==> src/rtl/booth_mul_arbiter.sv <==
// Round-robin arbiter sharing one Booth multiplier core among N_REQ requesters, one operation in flight.
// Latency: accept T, core start T+1, response T+2+core delay (or after TIMEOUT wait cycles with err).
// Backpressure: requests are accepted only in IDLE; requesters hold valid until their ready pulse.
module booth_mul_arbiter #(
  parameter int N_REQ   = 4,
  parameter int DATA_W  = 4,
  parameter int TIMEOUT = 15
) (
  input  logic                      i_clk,
  input  logic                      i_rst,
  input  logic [N_REQ-1:0]          i_req_valid,
  input  logic [N_REQ*DATA_W-1:0]   i_req_multiplier,
  input  logic [N_REQ*DATA_W-1:0]   i_req_multiplicand,
  output logic [N_REQ-1:0]          o_req_ready,
  output logic [N_REQ-1:0]          o_rsp_valid,
  output logic [2*DATA_W:0]         o_rsp_data,
  output logic                      o_rsp_err,
  output logic                      o_mul_start,
  output logic [DATA_W-1:0]         o_mul_multiplier,
  output logic [DATA_W-1:0]         o_mul_multiplicand,
  input  logic                      i_mul_done,
  input  logic [2*DATA_W:0]         i_mul_result,
  output logic                      o_busy
);

  localparam int GW = (N_REQ > 1) ? $clog2(N_REQ) : 1;
  localparam int CW = $clog2(TIMEOUT + 1);

  typedef enum logic [1:0] {ST_IDLE, ST_ISSUE, ST_WAIT, ST_RESP} state_t;

  state_t              state_q, state_d;
  logic [GW-1:0]       grant_q, grant_d, last_grant_q, last_grant_d;
  logic [DATA_W-1:0]   opa_q, opa_d, opb_q, opb_d;
  logic [CW-1:0]       cnt_q, cnt_d;
  logic [2*DATA_W:0]   result_q, result_d;
  logic                err_q, err_d;
  logic                found;
  logic [GW-1:0]       grant_sel, rr_idx;
  logic [N_REQ-1:0]    req_ready;

  // Search starts one past the last served requester so nobody is granted twice in a row while others wait.
  always_comb begin
    found     = 1'b0;
    grant_sel = '0;
    rr_idx    = '0;
    for (int i = 1; i <= N_REQ; i++) begin
      rr_idx = GW'((int'(last_grant_q) + i) % N_REQ);
      if (!found && i_req_valid[rr_idx]) begin
        found     = 1'b1;
        grant_sel = rr_idx;
      end
    end
  end

  always_comb begin
    state_d      = state_q;
    grant_d      = grant_q;
    last_grant_d = last_grant_q;
    opa_d        = opa_q;
    opb_d        = opb_q;
    cnt_d        = cnt_q;
    result_d     = result_q;
    err_d        = err_q;
    req_ready    = '0;
    case (state_q)
      ST_IDLE: begin
        if (found) begin
          req_ready[grant_sel] = 1'b1;
          grant_d = grant_sel;
          opa_d   = i_req_multiplier[int'(grant_sel)*DATA_W +: DATA_W];
          opb_d   = i_req_multiplicand[int'(grant_sel)*DATA_W +: DATA_W];
          state_d = ST_ISSUE;
        end
      end
      ST_ISSUE: begin
        cnt_d   = '0;
        state_d = ST_WAIT;
      end
      ST_WAIT: begin
        // A done strobe on the final wait cycle still counts as success.
        if (i_mul_done) begin
          result_d = i_mul_result;
          err_d    = 1'b0;
          state_d  = ST_RESP;
        end else if (cnt_q + 1'b1 == CW'(TIMEOUT)) begin
          cnt_d    = cnt_q + 1'b1;
          result_d = '0;
          err_d    = 1'b1;
          state_d  = ST_RESP;
        end else begin
          cnt_d = cnt_q + 1'b1;
        end
      end
      ST_RESP: begin
        last_grant_d = grant_q;
        state_d      = ST_IDLE;
      end
      default: state_d = ST_IDLE;
    endcase
  end

  always_ff @(posedge i_clk or negedge i_rst) begin
    if (!i_rst) begin
      state_q      <= ST_IDLE;
      grant_q      <= '0;
      last_grant_q <= GW'(N_REQ - 1);
      opa_q        <= '0;
      opb_q        <= '0;
      cnt_q        <= '0;
      result_q     <= '0;
      err_q        <= 1'b0;
    end else begin
      state_q      <= state_d;
      grant_q      <= grant_d;
      last_grant_q <= last_grant_d;
      opa_q        <= opa_d;
      opb_q        <= opb_d;
      cnt_q        <= cnt_d;
      result_q     <= result_d;
      err_q        <= err_d;
    end
  end

  // Ready is combinational from valid, so it is gated directly by reset to stay quiet while held.
  assign o_req_ready        = i_rst ? req_ready : '0;
  assign o_mul_start        = (state_q == ST_ISSUE);
  assign o_mul_multiplier   = opa_q;
  assign o_mul_multiplicand = opb_q;
  assign o_rsp_valid        = (state_q == ST_RESP) ? (N_REQ'(1) << grant_q) : '0;
  assign o_rsp_data         = result_q;
  assign o_rsp_err          = err_q & (state_q == ST_RESP);
  assign o_busy             = (state_q != ST_IDLE);

endmodule

==> config.mk <==
export PLATFORM = sky130hd
export DESIGN_NAME = booth_mul_arbiter
export DESIGN_NICKNAME = d
export VERILOG_FILES = /design/src/rtl/booth_mul_arbiter.sv
export SDC_FILE = /design/constraint.sdc
export NUM_CORES = 1
export LEC_CHECK = 0
export ABC_AREA = 1
export BUFFER_PORTS_ARGS = -buffer_cell sky130_fd_sc_hd__buf_2
export CAP_MARGIN = 20
export CORE_ASPECT_RATIO = 1.4
export CORE_MARGIN = 3
export CORE_UTILIZATION = 45
export CTS_BUF_LIST = sky130_fd_sc_hd__clkbuf_8
export CTS_CLUSTER_DIAMETER = 80
export DETAILED_ROUTE_END_ITERATION = 10
export PLACE_DENSITY = 0.89
export SETUP_SLACK_MARGIN = 0.4
export SLEW_MARGIN = 20
export SYNTH_ARGS = -nofsm -noshare
export SYNTH_HDL_FRONTEND = slang
export SYNTH_SLANG_ARGS = --single-unit
==> constraint.sdc <==
create_clock -name i_clk -period 1.9 [get_ports i_clk]
set_input_delay 0.285 -clock i_clk [delete_from_list [all_inputs] [get_ports i_clk]]
set_output_delay 0.285 -clock i_clk [all_outputs]
set_load 0.05 [all_outputs]
=== Word level (Yosys, flattened, before mapping) ===
Index checks and enable logic that the tools add are counted.

* Bits in read-only memories: 0
* Bits in writable memories: 0
* Bits of input ports: 48
* Flip-flop bits (word level): 28
* Bits in latches: 0
* Memories: 0
* Logic and storage cells: 77
* Output and inout bits: 28

* $lt $le $gt $ge: 6
* Muxes and demuxes: 32
* $mul: 0
* Add/subtract/negate cells: 5
* Shift operators: 3
* Eq/ne operators: 7
* Reductions and logical operators: 15
* Bitwise logic cells: 1
* Divide/modulo/power cells: 0

{| class="wikitable"
|+ Operators with widths
! operator !! number
|-
| $shiftx 16x5->4 || 2
|-
| $mux 4 || 5
|-
| $mux 9 || 2
|-
| $lt 2x3->1 const B || 5
|-
| $mux 2 || 7
|-
| $mux 1 || 11
|-
| $bmux 1 s2 || 4
|-
| $pmux 2 s4 || 1
|-
| $pmux 4 s2 || 1
|-
| $reduce_and 2->1 || 4
|-
| $reduce_bool 2->1 || 3
|-
| $add 2x1->2 const B || 2
|-
| $add 2x2->2 const B || 2
|-
| $add 4x1->4 const B || 1
|-
| $eq 2x2->1 const B || 2
|-
| $eq 4x4->1 const B || 1
|-
| $logic_and 1x1->1 || 4
|-
| $ne 2x2->1 const B || 2
|-
| $shl 1x2->4 const A || 1
|-
| $logic_not 1->1 || 3
|-
| $ne 3x3->1 const B || 1
|-
| $demux 1 s2 || 1
|-
| $eq 2x1->1 const B || 1
|-
| $ge 2x1->1 const B || 1
|-
| other kinds (2) || 2
|}

=== Logic depth before layout (Yosys ltp) ===
Gate-level depths: netlist of the first run.

* Depth after elaboration: 20
* Depth in mapped cells: 16
* Mapped depth without buffers: 14

=== Worst setup path before layout of the first run ===
OpenSTA, ideal clock, no wires.

* Kind: register -> output
* Start point: reg last_grant_q[0]
* End point: out o_req_ready[1]
* Required time: 1.615 ns
* Data arrival time: 2.175 ns
* Buffers on the path: 2
* Slack: -0.560 ns
* Stages on the path, launching flop included: 13
* Path through: dfstp_2 > buf_6 > inv_8 > nand2_1 > nand2_1 > nand2_2 > nand2_4 > nor2_8 > nand4_4 > nand3_4 > buf_6 > inv_1 > nor2_1

* Word-level cells in the longest chain between the ends: 20
* Elaborated cells on any way between the ends: 34
* Those cells by class: add/sub (4); order compare (2); mux (21); reduce/logical (7)

{| class="wikitable"
|+ Ends and longest elaborated chain
! item !! line !! source
|-
| start: declaration || 32 || <nowiki>logic [GW-1:0] grant_q, grant_d, last_grant_q, last_grant_d;</nowiki>
|-
| start signal: assignment || 106 || <nowiki>last_grant_q <= GW'(N_REQ - 1);</nowiki>
|-
| start signal: assignment || 115 || <nowiki>last_grant_q <= last_grant_d;</nowiki>
|-
| $add 2x1->2 || 47 || <nowiki>rr_idx = GW'((int'(last_grant_q) + i) % N_REQ);</nowiki>
|-
| $bmux 1 s2 || 48 || <nowiki>if (!found && i_req_valid[rr_idx]) begin</nowiki>
|-
| $mux 1 (not written as such) || 48 ||
|-
| $mux 1 || 48 ||
|-
| $logic_not 1->1 || 48 ||
|-
| $logic_and 1x1->1 || 48 ||
|-
| $mux 1 || 48 ||
|-
| $logic_not 1->1 || 48 ||
|-
| [... 4 more ...] || -- ||
|-
| $mux 2 || 48 ||
|-
| $lt 2x3->1 (not written as such) / $ge 2x1->1 (equally long branches) || 68 || <nowiki>req_ready[grant_sel] = 1'b1;</nowiki>
|-
| $logic_and 1x1->1 (not written as such) || 68 ||
|-
| $mux 1 (not written as such) || 68 ||
|-
| $demux 1 s2 || 68 ||
|-
| $mux 4 * || 67 || <nowiki>if (found) begin</nowiki>
|-
| $mux 4 * || 65 || <nowiki>case (state_q)</nowiki>
|-
| $mux 4 * || 125 || <nowiki>assign o_req_ready = i_rst ? req_ready : '0;</nowiki>
|-
| end: declaration || 14 || <nowiki>output logic [N_REQ-1:0] o_req_ready,</nowiki>
|}

Every way passes the cells marked *; elsewhere a longest branch is shown, timed or not. The select of a mux whose other input is x is not followed.

=== Worst setup path after layout of the first run ===
* Start point: reg last_grant_q[0]
* End point: out o_req_ready[2]

Same word-level chain as after synthesis.

==> impl_metrics.csv, run 1 <==
group,metric,value,unit
clock_tree,cts.clk_slew.worst_paths,100,ps
route,wl_per_cell,17.2,um
global_route,grtUsageMet2,44.4,%
layout,n_antenna_cell,0,
synth,async_reset_ff_share,100,%
worst_setup_path,cp_slowest_cell,"dfstp_2",
synth,synthCells,300,
global_route,grt_util_all_layers,23.4,%
worst_setup_path,max_stage_delay,610,ps
sta,setup_viol,16,
clock_tree,tritoncts,"yes",
global_route,first_global_vias,2387,
route,drc,0,
route,drt_pass1_iterations,4,
run_status,status,"finished, violations left",
global_route,grt_use_met3,4.19,%
run_status,violations,"hold timing, setup timing",
synth,syn_nets,355,
worst_setup_path,startpoint_type,"register",
sta,grt_setup_unrepaired,"true",
floorplanning,row_count,28,
route,drt-total-wl,8.24,mm
layout,area_delta_synth_final,73.7,%
clock_tree,worstSkewPairLatency,290,ps
sta,drv_slew,0,
worst_setup_path,cp_data_required_time,1620,ps
synth,yosysUniqueCellTypes,28,
worst_setup_path,crit_fanout,8,
global_route,grt_max_degree,29,
worst_hold_path,hold_class,"in2async",
clock_tree,cts_hold_buf,0,
synth,synth_flop_cell,"dfrtp_1",
flow_run,maxCapViolations,0,
worst_setup_path,worstPathArrival,2240,ps
sta,timing.slew.headroom,76.8,%
placement,gp_congestion,0.801,
sta,min_period_over_period,133,%
worst_setup_path,crit_chain,"buf_12, inv_12, nand2_4, nand3_4, nand2_4, nor2_8, nand2_4, nor2_4, inv_2, nand2_4, nor2_4, nand2_4, nor2_4, buf_6",
layout,drive_gt1_share,57.9,%
layout,num-nets-final,476,
route,via_per_inst,5.37,
synth,syn_area,2060,um^2
global_route,overflow,0,
clock_tree,numCtsBuffers,3,
clock_tree,root_buffer,"clkbuf_8",
route,vias,2578,
sta,clock_skew,8.73,ps
sta,worst_slew_pin_slew,348,ps
route,initialDrtViolationCount,211,
worst_setup_path,cp_top_family,"simple AND/OR/NAND/NOR gates",
global_route,use_met1,24.2,%
worst_setup_path,crit_type,"reg2out",
floorplanning,io_pins,76,
clock_tree,cts.sinks,28,
placement,dp_cells,448,
floorplanning,dieArea,5430,um^2
worst_setup_path,cp_common_cell,"nand2_4",
global_route,antenna_found_initial,0,
clock_tree,cts.path.max_buffers,2,
synth,synth-seq-cells,28,
sta,holdWs,-0.776,ps
synth,ys_seq_area_share,34.2,%
placement,post-place-ws,-358,ps
layout,stdcell_count,480,
worst_setup_path,endpoint_kind,"output port",
placement,dpl.hpwl,4.32,mm
floorplanning,chipWidth,63.1,um
global_route,grt_pass1_wl,10.3,mm
synth,yosysWarnings,0,
global_route,top_usage_layer,"met2",
sta,worst_slack,-626,ps
floorplanning,core_area,4310,um^2
synth,synth_edf_count,0,
worst_setup_path,cp_num_buf_inv,4,
floorplanning,die_h,86.0,um
route,postRouteAntennaNets,0,
sta,fin_crit,2530,ps
placement,io_buffers,75,
clock_tree,cts_max_level,1,
synth,avgSynthCellArea,6.86,um^2
sta,fmaxAchievable,396,MHz
sta,finalHoldViolCount,2,
floorplanning,start_util,47.7,%
==> Yosys cell counts (2+ instances only) <==
master    number  area [um^2]
nand3_1       33          165
nand3_4        2         35.0
nand2_2       11         68.8
buf_4          3         22.5
dfstp_2        2         52.6
clkbuf_1       3         11.3
nor2_1        15         56.3
nand4_1       17          106
nand2_1      100          375
ha_1           7         87.6
inv_1         50          188
o21ai_0        9         45.0
inv_2          4         15.0
buf_6          4         45.0
dfrtp_1       26          651
o21ai_1        2         10.0
==> kinds of logic (layout without fill, tap and decap cells) <==
family / after synthesis / count (layout) / synth area share, %
simple gates: 182 / 183 / 42.2
compound gates: 15 / 15 / 4.01
xor+xnor: 2 / 2 / 0.852
buf+inv: 66 / 185 / 14.5
flops: 28 / 28 / 34.2
fa+ha+maj: 7 / 7 / 4.26
==> flip-flops by register name, summed over array words and instances (netlist names) <==
register            cells
o_mul_multiplier        4
o_mul_multiplicand      4
o_rsp_data              9
grant_q                 2
last_grant_q            2
cnt_q                   4
state_q                 2
err_q                   1
==> timing repair <==
item / in CTS / in global routing
gates cloned: 0 / 1
setup endpoints to repair: 33 / 36
pin swaps: 10 / 45
setup buffers: 13 / 14
resized for setup: 75 / 81
==> final cells by class <==
type / instances / area [um^2]
Fill cell: 228 / 737
Clock inverter: 1 / 30.0
Tap cell: 60 / 75.1
Sequential cell: 28 / 704
Inverter: 55 / 224
Timing Repair Buffer: 126 / 962
Multi-Input combinational cell: 207 / 1540
Clock buffer: 3 / 41.3
==> cell usage in the layout (no fill, tap or decap), drive strengths merged, types with 2 or more instances in the layout <==
master / n
buf: 126
clkbuf: 3
dfrtp: 26
dfstp: 2
ha: 7
inv: 55
nand2: 113
nand3: 35
nand4: 18
nor2: 16
o21ai: 12
==> metal layers <==
metal,share of wire (%),up-vias
li1,-,1180
met4,3.5,0
met5,0,-
met1,36,1255
met3,4.9,24
met2,55,119
==> through the flow <==
step | utilization [%] | area, um^2 | TNS, ps | hold slack (ps)
2_1_floorplan | - | 2150 | -769 | -10.6
3_3_place_gp | 62.7 | 2700 | -2300 | 314
3_5_place_dp | 62.7 | 2700 | -3440 | 327
4_1_cts | 73.1 | 3150 | -6000 | 13.5
5_1_grt | 82.9 | 3570 | -9360 | 31.6
6_report | 82.9 | 3570 | -8020 | -0.776
==> final timing paths <==
check | from | cells after the start | slack [ps] | endpoint
max | last_grant_q[0]$_DFFE_PN1P_ | 14 | -630 | o_req_ready[2]
min | i_rst | 2 | -0.8 | cnt_q[0]$_DFFE_PN0P_
max reg2reg | last_grant_q[0]$_DFFE_PN1P_ | 19 | -570 | o_mul_multiplier[3]$_DFFE_PN0P_
min reg2reg | o_rsp_data[8]$_DFFE_PN0P_ | 2 | 490 | o_rsp_data[8]$_DFFE_PN0P_
max in group asynchronous | i_rst | 2 | 1600 | last_grant_q[1]$_DFFE_PN1P_
min in group i_clk | i_mul_result[7] | 3 | 230 | o_rsp_data[7]$_DFFE_PN0P_
Power of run 1 is not shown: default switching activity piles up to over one toggle a cycle in this logic, so the estimate is an artifact.
==> inputs of run 2 (changes only) <==
--- a/config.mk
+++ b/config.mk
@@ -8,5 +8,5 @@
 export ABC_AREA = 1
 export BUFFER_PORTS_ARGS = -buffer_cell sky130_fd_sc_hd__buf_2
-export CAP_MARGIN = 20
+export CAP_MARGIN = 25
 export CORE_ASPECT_RATIO = 1.4
 export CORE_MARGIN = 3
@@ -17,4 +17,5 @@
 export PLACE_DENSITY = 0.89
 export SETUP_SLACK_MARGIN = 0.4
+export SKIP_CTS_REPAIR_TIMING = 1
 export SLEW_MARGIN = 20
 export SYNTH_ARGS = -nofsm -noshare
==> constraint.sdc (replaced) <==
create_clock -name i_clk -period 1.9 [get_ports i_clk]
set_input_delay 0 -clock i_clk [delete_from_list [all_inputs] [get_ports i_clk]]
set_output_delay 0 -clock i_clk [all_outputs]
set_load 0.05 [all_outputs]
==> impl_metrics.csv, run 2 (synthesis results as in run 1) <==
group,metric,value,unit
run_status,status,"finished, violations left",
run_status,violations,"hold timing, setup timing",
layout,drive_gt1_share,39.5,%
sta,setup_viol,15,
floorplanning,io_pins,76,
placement,gp_congestion,0.768,
sta,grt_setup_unrepaired,"true",
floorplanning,core_area,4310,um^2
route,via_per_inst,4.84,
worst_setup_path,cp_data_required_time,1900,ps
pwr,p_leak,0.00174,uW
global_route,grt_pass1_wl,8.69,mm
worst_setup_path,startpoint_type,"register",
placement,place_area,2630,um^2
pwr,powerDensity,2120,nW/um^2
worst_hold_path,hold_class,"in2reg",
floorplanning,die_h,86.0,um
global_route,first_global_vias,2076,
layout,regArea,703,um^2
route,vias,2250,
global_route,grt_max_degree,29,
route,drc,0,
layout,num-nets-final,461,
worst_setup_path,worstPathArrival,2200,ps
clock_tree,numCtsBuffers,3,
clock_tree,tritoncts,"yes",
layout,multi_input_area,1230,um^2
worst_setup_path,crit_start,"last_grant_q[0]$_DFFE_PN1P_",
flow_run,maxCapViolations,0,
sta,worst_slack,-301,ps
worst_setup_path,endpoint_kind,"output port",
layout,largest_reg_flops,9,
route,wl_per_cell,12.4,um
sta,clock_skew,1.48,ps
clock_tree,root_buffer,"clkbuf_8",
pwr,p_total,6450,uW
floorplanning,row_count,28,
sta,drv_slew,0,
route,drt_pass1_iterations,4,
worst_setup_path,crit_type,"reg2out",
clock_tree,cts.sinks,28,
floorplanning,chipWidth,63.1,um
placement,post-place-ws,-137,ps
global_route,grt_util_all_layers,19.1,%
worst_setup_path,r2r-start,"last_grant_q[0]$_DFFE_PN1P_",
worst_setup_path,crit_fanout,8,
worst_hold_path,min_from,"i_mul_result[5]",
worst_setup_path,max_stage_delay,660,ps
layout,layout_common_cells,"nand2_1, buf_2, inv_1",
clock_tree,worstSkewPairLatency,270,ps
sta,fmaxAchievable,454,MHz
worst_setup_path,cp_num_buf_inv,3,
floorplanning,start_util,47.7,%
layout,n_antenna_cell,0,
sta,min_period_over_period,116,%
layout,final_common_cell,"nand2_1",
worst_setup_path,crit_chain,"inv_8, nand2_2, nand2_2, nand2_2, nand2_4, nor2_8, nand2_4, nor2_4, nor2_4, inv_2, nand2_4, nor2_4, buf_8",
clock_tree,cts.path.max_buffers,2,
layout,finalInstanceArea,3050,um^2
sta,fin_crit,2200,ps
route,initialDrtViolationCount,181,
layout,fillers,340,
route,postRouteAntennaNets,0,
global_route,overflow,0,
floorplanning,dieArea,5430,um^2
worst_setup_path,cp_top_family,"simple AND/OR/NAND/NOR gates",
route,drt-total-wl,5.77,mm
pwr,max-vdd-ir-drop,1.18,mV
placement,dpl.hpwl,4.11,mm
layout,area_delta_synth_final,48.1,%
sta,timing.slew.headroom,77.5,%
worst_setup_path,cp_slowest_cell,"dfstp_2",
sta,holdWs,-36.8,ps
sta,worst_slew_pin_slew,337,ps
clock_tree,cts_max_level,1,
sta,finalHoldViolCount,1,
clock_tree,cts.clk_slew.worst_paths,90,ps
placement,io_buffers,75,
global_route,antenna_found_initial,0,
## run 2: cell count changes in the layout (fill, tap and decap cells not counted), sizes merged
cell and delta:
clkbuf +2, dlygate4sd3 +9, nand3 +1, nand2 -1
buf -26
## run 2: metal layers
layer	wire length, um	GRT usage (%)
met3	329	3.28
met5	0	0
met4	119	5.22
met2	3120	35.7
met1	2200	22.2
## run 2: where the power goes
part	internal [uW]	switching (uW)	total (uW)	leakage, uW
clock	282	178	460	0.0000357
combinational	1730	3160	4890	0.00136
sequential	889	212	1100	0.000347
## run 2: cell type report
| type | count | share of cell area (%) |
|---|---|---|
| Clock buffer | 3 | 1.36 |
| Clock inverter | 1 | 0.986 |
| Inverter | 55 | 7.19 |
| Multi-Input combinational cell | 207 | 40.3 |
| Sequential cell | 28 | 23.1 |
| Tap cell | 60 | 2.46 |
| Timing Repair Buffer | 111 | 24.6 |
## run 2: worst paths after layout
check                           cells past startpoint                         endpoint  slack, ps
min in group asynchronous                           3        o_rsp_data[0]$_DFFE_PN0P_        280
worst max-delay path                               13                   o_req_ready[3]       -300
max in group asynchronous                           3      last_grant_q[1]$_DFFE_PN1P_       1330
worst max register to register                     15  o_mul_multiplier[3]$_DFFE_PN0P_       -250
worst min-delay path                                3        o_rsp_data[5]$_DFFE_PN0P_        -40
worst min register to register                      2        o_rsp_data[8]$_DFFE_PN0P_        480
## run 2: stage by stage
step / cells / util [%] / setup TNS [ps] / hold WS, ps
after floorplan: 300 / - / 0 / -296
after global placement: 443 / 61.1 / -541 / 48.6
after detailed placement: 443 / 61.1 / -1730 / 49.9
after CTS: 447 / 62.7 / -3190 / -251
after global routing: 465 / 70.7 / -5850 / 15.9
final: 465 / 70.7 / -3420 / -36.8
## run 2: worst min-delay path, stage by stage
cell and delay, ps:
buf_2 80, nand3_1 60, nand2_1 70
Power figures use the tool's default switching activity.
==> inputs of run 3 (changes only) <==
Settings changed: RECOVER_POWER from default to 50.
==> impl_metrics.csv, run 3 (synthesis results as in run 1) <==
group,metric,value,unit
sta,fmaxAchievable,454,MHz
sta,clock_skew,1.30,ps
layout,final_common_cell,"nand2_1",
floorplanning,chipWidth,63.1,um
worst_setup_path,cp_num_buf_inv,3,
sta,tns,-3430,ps
floorplanning,row_count,28,
worst_setup_path,r2r-start,"last_grant_q[0]$_DFFE_PN1P_",
sta,finalHoldViolCount,1,
worst_setup_path,crit_chain,"inv_8, nand2_2, nand2_2, nand2_2, nand2_4, nor2_8, nand2_4, nor2_4, nor2_4, inv_2, nand2_4, nor2_4, buf_8",
run_status,status,"finished, violations left",
route,drc,0,
worst_setup_path,worstRegToRegCells,15,
layout,regArea,703,um^2
placement,io_buffers,75,
worst_setup_path,cp_top_family,"simple AND/OR/NAND/NOR gates",
sta,min_period_over_period,116,%
global_route,overflow,0,
floorplanning,io_pins,76,
layout,largest_reg_flops,9,
placement,dp_cells,443,
worst_setup_path,regToRegEndpoint,"o_mul_multiplier[3]$_DFFE_PN0P_",
layout,stdcell_count,465,
route,vias,2263,
global_route,grt_util_all_layers,19.1,%
worst_setup_path,crit_type,"reg2out",
worst_setup_path,worstPathArrival,2200,ps
floorplanning,die_h,86.0,um
sta,timing.slew.headroom,6.09,%
route,via_per_inst,4.87,
route,initialDrtViolationCount,200,
route,postRouteAntennaNets,0,
floorplanning,dieArea,5430,um^2
route,drt_pass1_iterations,4,
clock_tree,cts.sinks,28,
clock_tree,cts.path.max_buffers,2,
pwr,powerDensity,2120,nW/um^2
placement,gp_congestion,0.768,
layout,fillers,347,
pwr,max-vdd-ir-drop,1.17,mV
layout,multi_input_area,1230,um^2
layout,layout_common_cells,"nand2_1, buf_2, inv_1",
sta,drv_slew,0,
global_route,grt_pass1_wl,8.69,mm
worst_setup_path,cp_data_required_time,1900,ps
worst_setup_path,endpoint_kind,"output port",
clock_tree,tritoncts,"yes",
floorplanning,core_area,4310,um^2
flow_run,maxCapViolations,0,
placement,dpl.hpwl,4.11,mm
layout,n_antenna_cell,0,
sta,worst_slew_pin_slew,1410,ps
worst_hold_path,min_to,"o_rsp_data[5]$_DFFE_PN0P_",
sta,grt_setup_unrepaired,"true",
sta,holdWs,-37.8,ps
worst_hold_path,min_from,"i_mul_result[5]",
sta,worst_slack,-303,ps
sta,fin_crit,2200,ps
layout,area_delta_synth_final,47.5,%
global_route,first_global_vias,2076,
route,wl_per_cell,12.4,um
worst_hold_path,whs_path_depth,3,
run_status,violations,"hold timing, setup timing",
layout,num-nets-final,461,
clock_tree,numCtsBuffers,3,
pwr,p_leak,0.00172,uW
layout,drive_gt1_share,37.5,%
worst_setup_path,crit_fanout,8,
worst_setup_path,cp_slowest_cell,"dfstp_2",
worst_setup_path,startpoint_type,"register",
route,drt-total-wl,5.77,mm
worst_setup_path,max_stage_delay,660,ps
clock_tree,cts_max_level,1,
sta,setup_viol,15,
clock_tree,worstSkewPairLatency,270,ps
floorplanning,start_util,47.7,%
global_route,antenna_found_initial,0,
clock_tree,cts.clk_slew.worst_paths,90,ps
clock_tree,root_buffer,"clkbuf_8",
global_route,grt_max_degree,29,
worst_setup_path,r2r_slack,-250,ps
worst_hold_path,hold_class,"in2reg",
[run 3: worst max-delay path by stage]
stage                                     start                           endpoint  slack (ps)  depth (start not counted)
floorplan           last_grant_q[0]$_DFFE_PN1P_  o_mul_multiplicand[0]$_DFFE_PN0P_          50                         15
global placement    last_grant_q[0]$_DFFE_PN1P_    o_mul_multiplier[0]$_DFFE_PN0P_         -70                         14
detailed placement  last_grant_q[0]$_DFFE_PN1P_  o_mul_multiplicand[2]$_DFFE_PN0P_        -140                         11
CTS                 last_grant_q[0]$_DFFE_PN1P_                     o_req_ready[3]        -440                         11
global route        last_grant_q[0]$_DFFE_PN1P_    o_mul_multiplier[3]$_DFFE_PN0P_        -440                         15
finish              last_grant_q[0]$_DFFE_PN1P_                     o_req_ready[3]        -300                         13
[run 3: routing by layer]
metal  global-route usage [%]  part of all wire [%]  vias to the layer above
met5                        0                     0                        -
met4                     5.22                   2.1                        0
met3                     3.28                   6.0                       14
met2                     35.7                    54                       89
met1                     22.2                    38                     1015
li1                         -                     -                     1145
[run 3: worst reg2reg max path: cells and delay by family, from the launching register on]
family	cells	cell delay, ps
buffers and inverters	3	350
DFF	1	660
and+or+nand+nor	12	1050
[run 3: stage by stage]
| stage | cell area (um^2) | hold WS, ps | setup WS (ps) | util, % | total power (uW) |
|---|---|---|---|---|---|
| after floorplan | 2100 | -296 | 47.7 | - | 4340 |
| after global placement | 2630 | 48.6 | -66.1 | 61.1 | 5180 |
| after detailed placement | 2630 | 49.9 | -137 | 61.1 | 5320 |
| after CTS | 2700 | -251 | -442 | 62.7 | 5790 |
| after global routing | 3030 | 15.9 | -439 | 70.4 | 6930 |
| final | 3030 | -37.8 | -303 | 70.4 | 6430 |
[run 3: layout make-up]
class	count	share of cell area (%)
repair buffers	111	24.3
clock inverters	1	0.990
inverters	55	7.22
multi-input cells	207	40.5
well taps	60	2.47
flip-flops and latches	28	23.2
clock buffers	3	1.36
[run 3: where the power goes]
part | total [uW] | leakage (uW) | switching (uW) | internal [uW]
registers | 1100 | 0.000347 | 213 | 889
logic | 4870 | 0.00134 | 3160 | 1710
clock network | 460 | 0.0000357 | 178 | 282
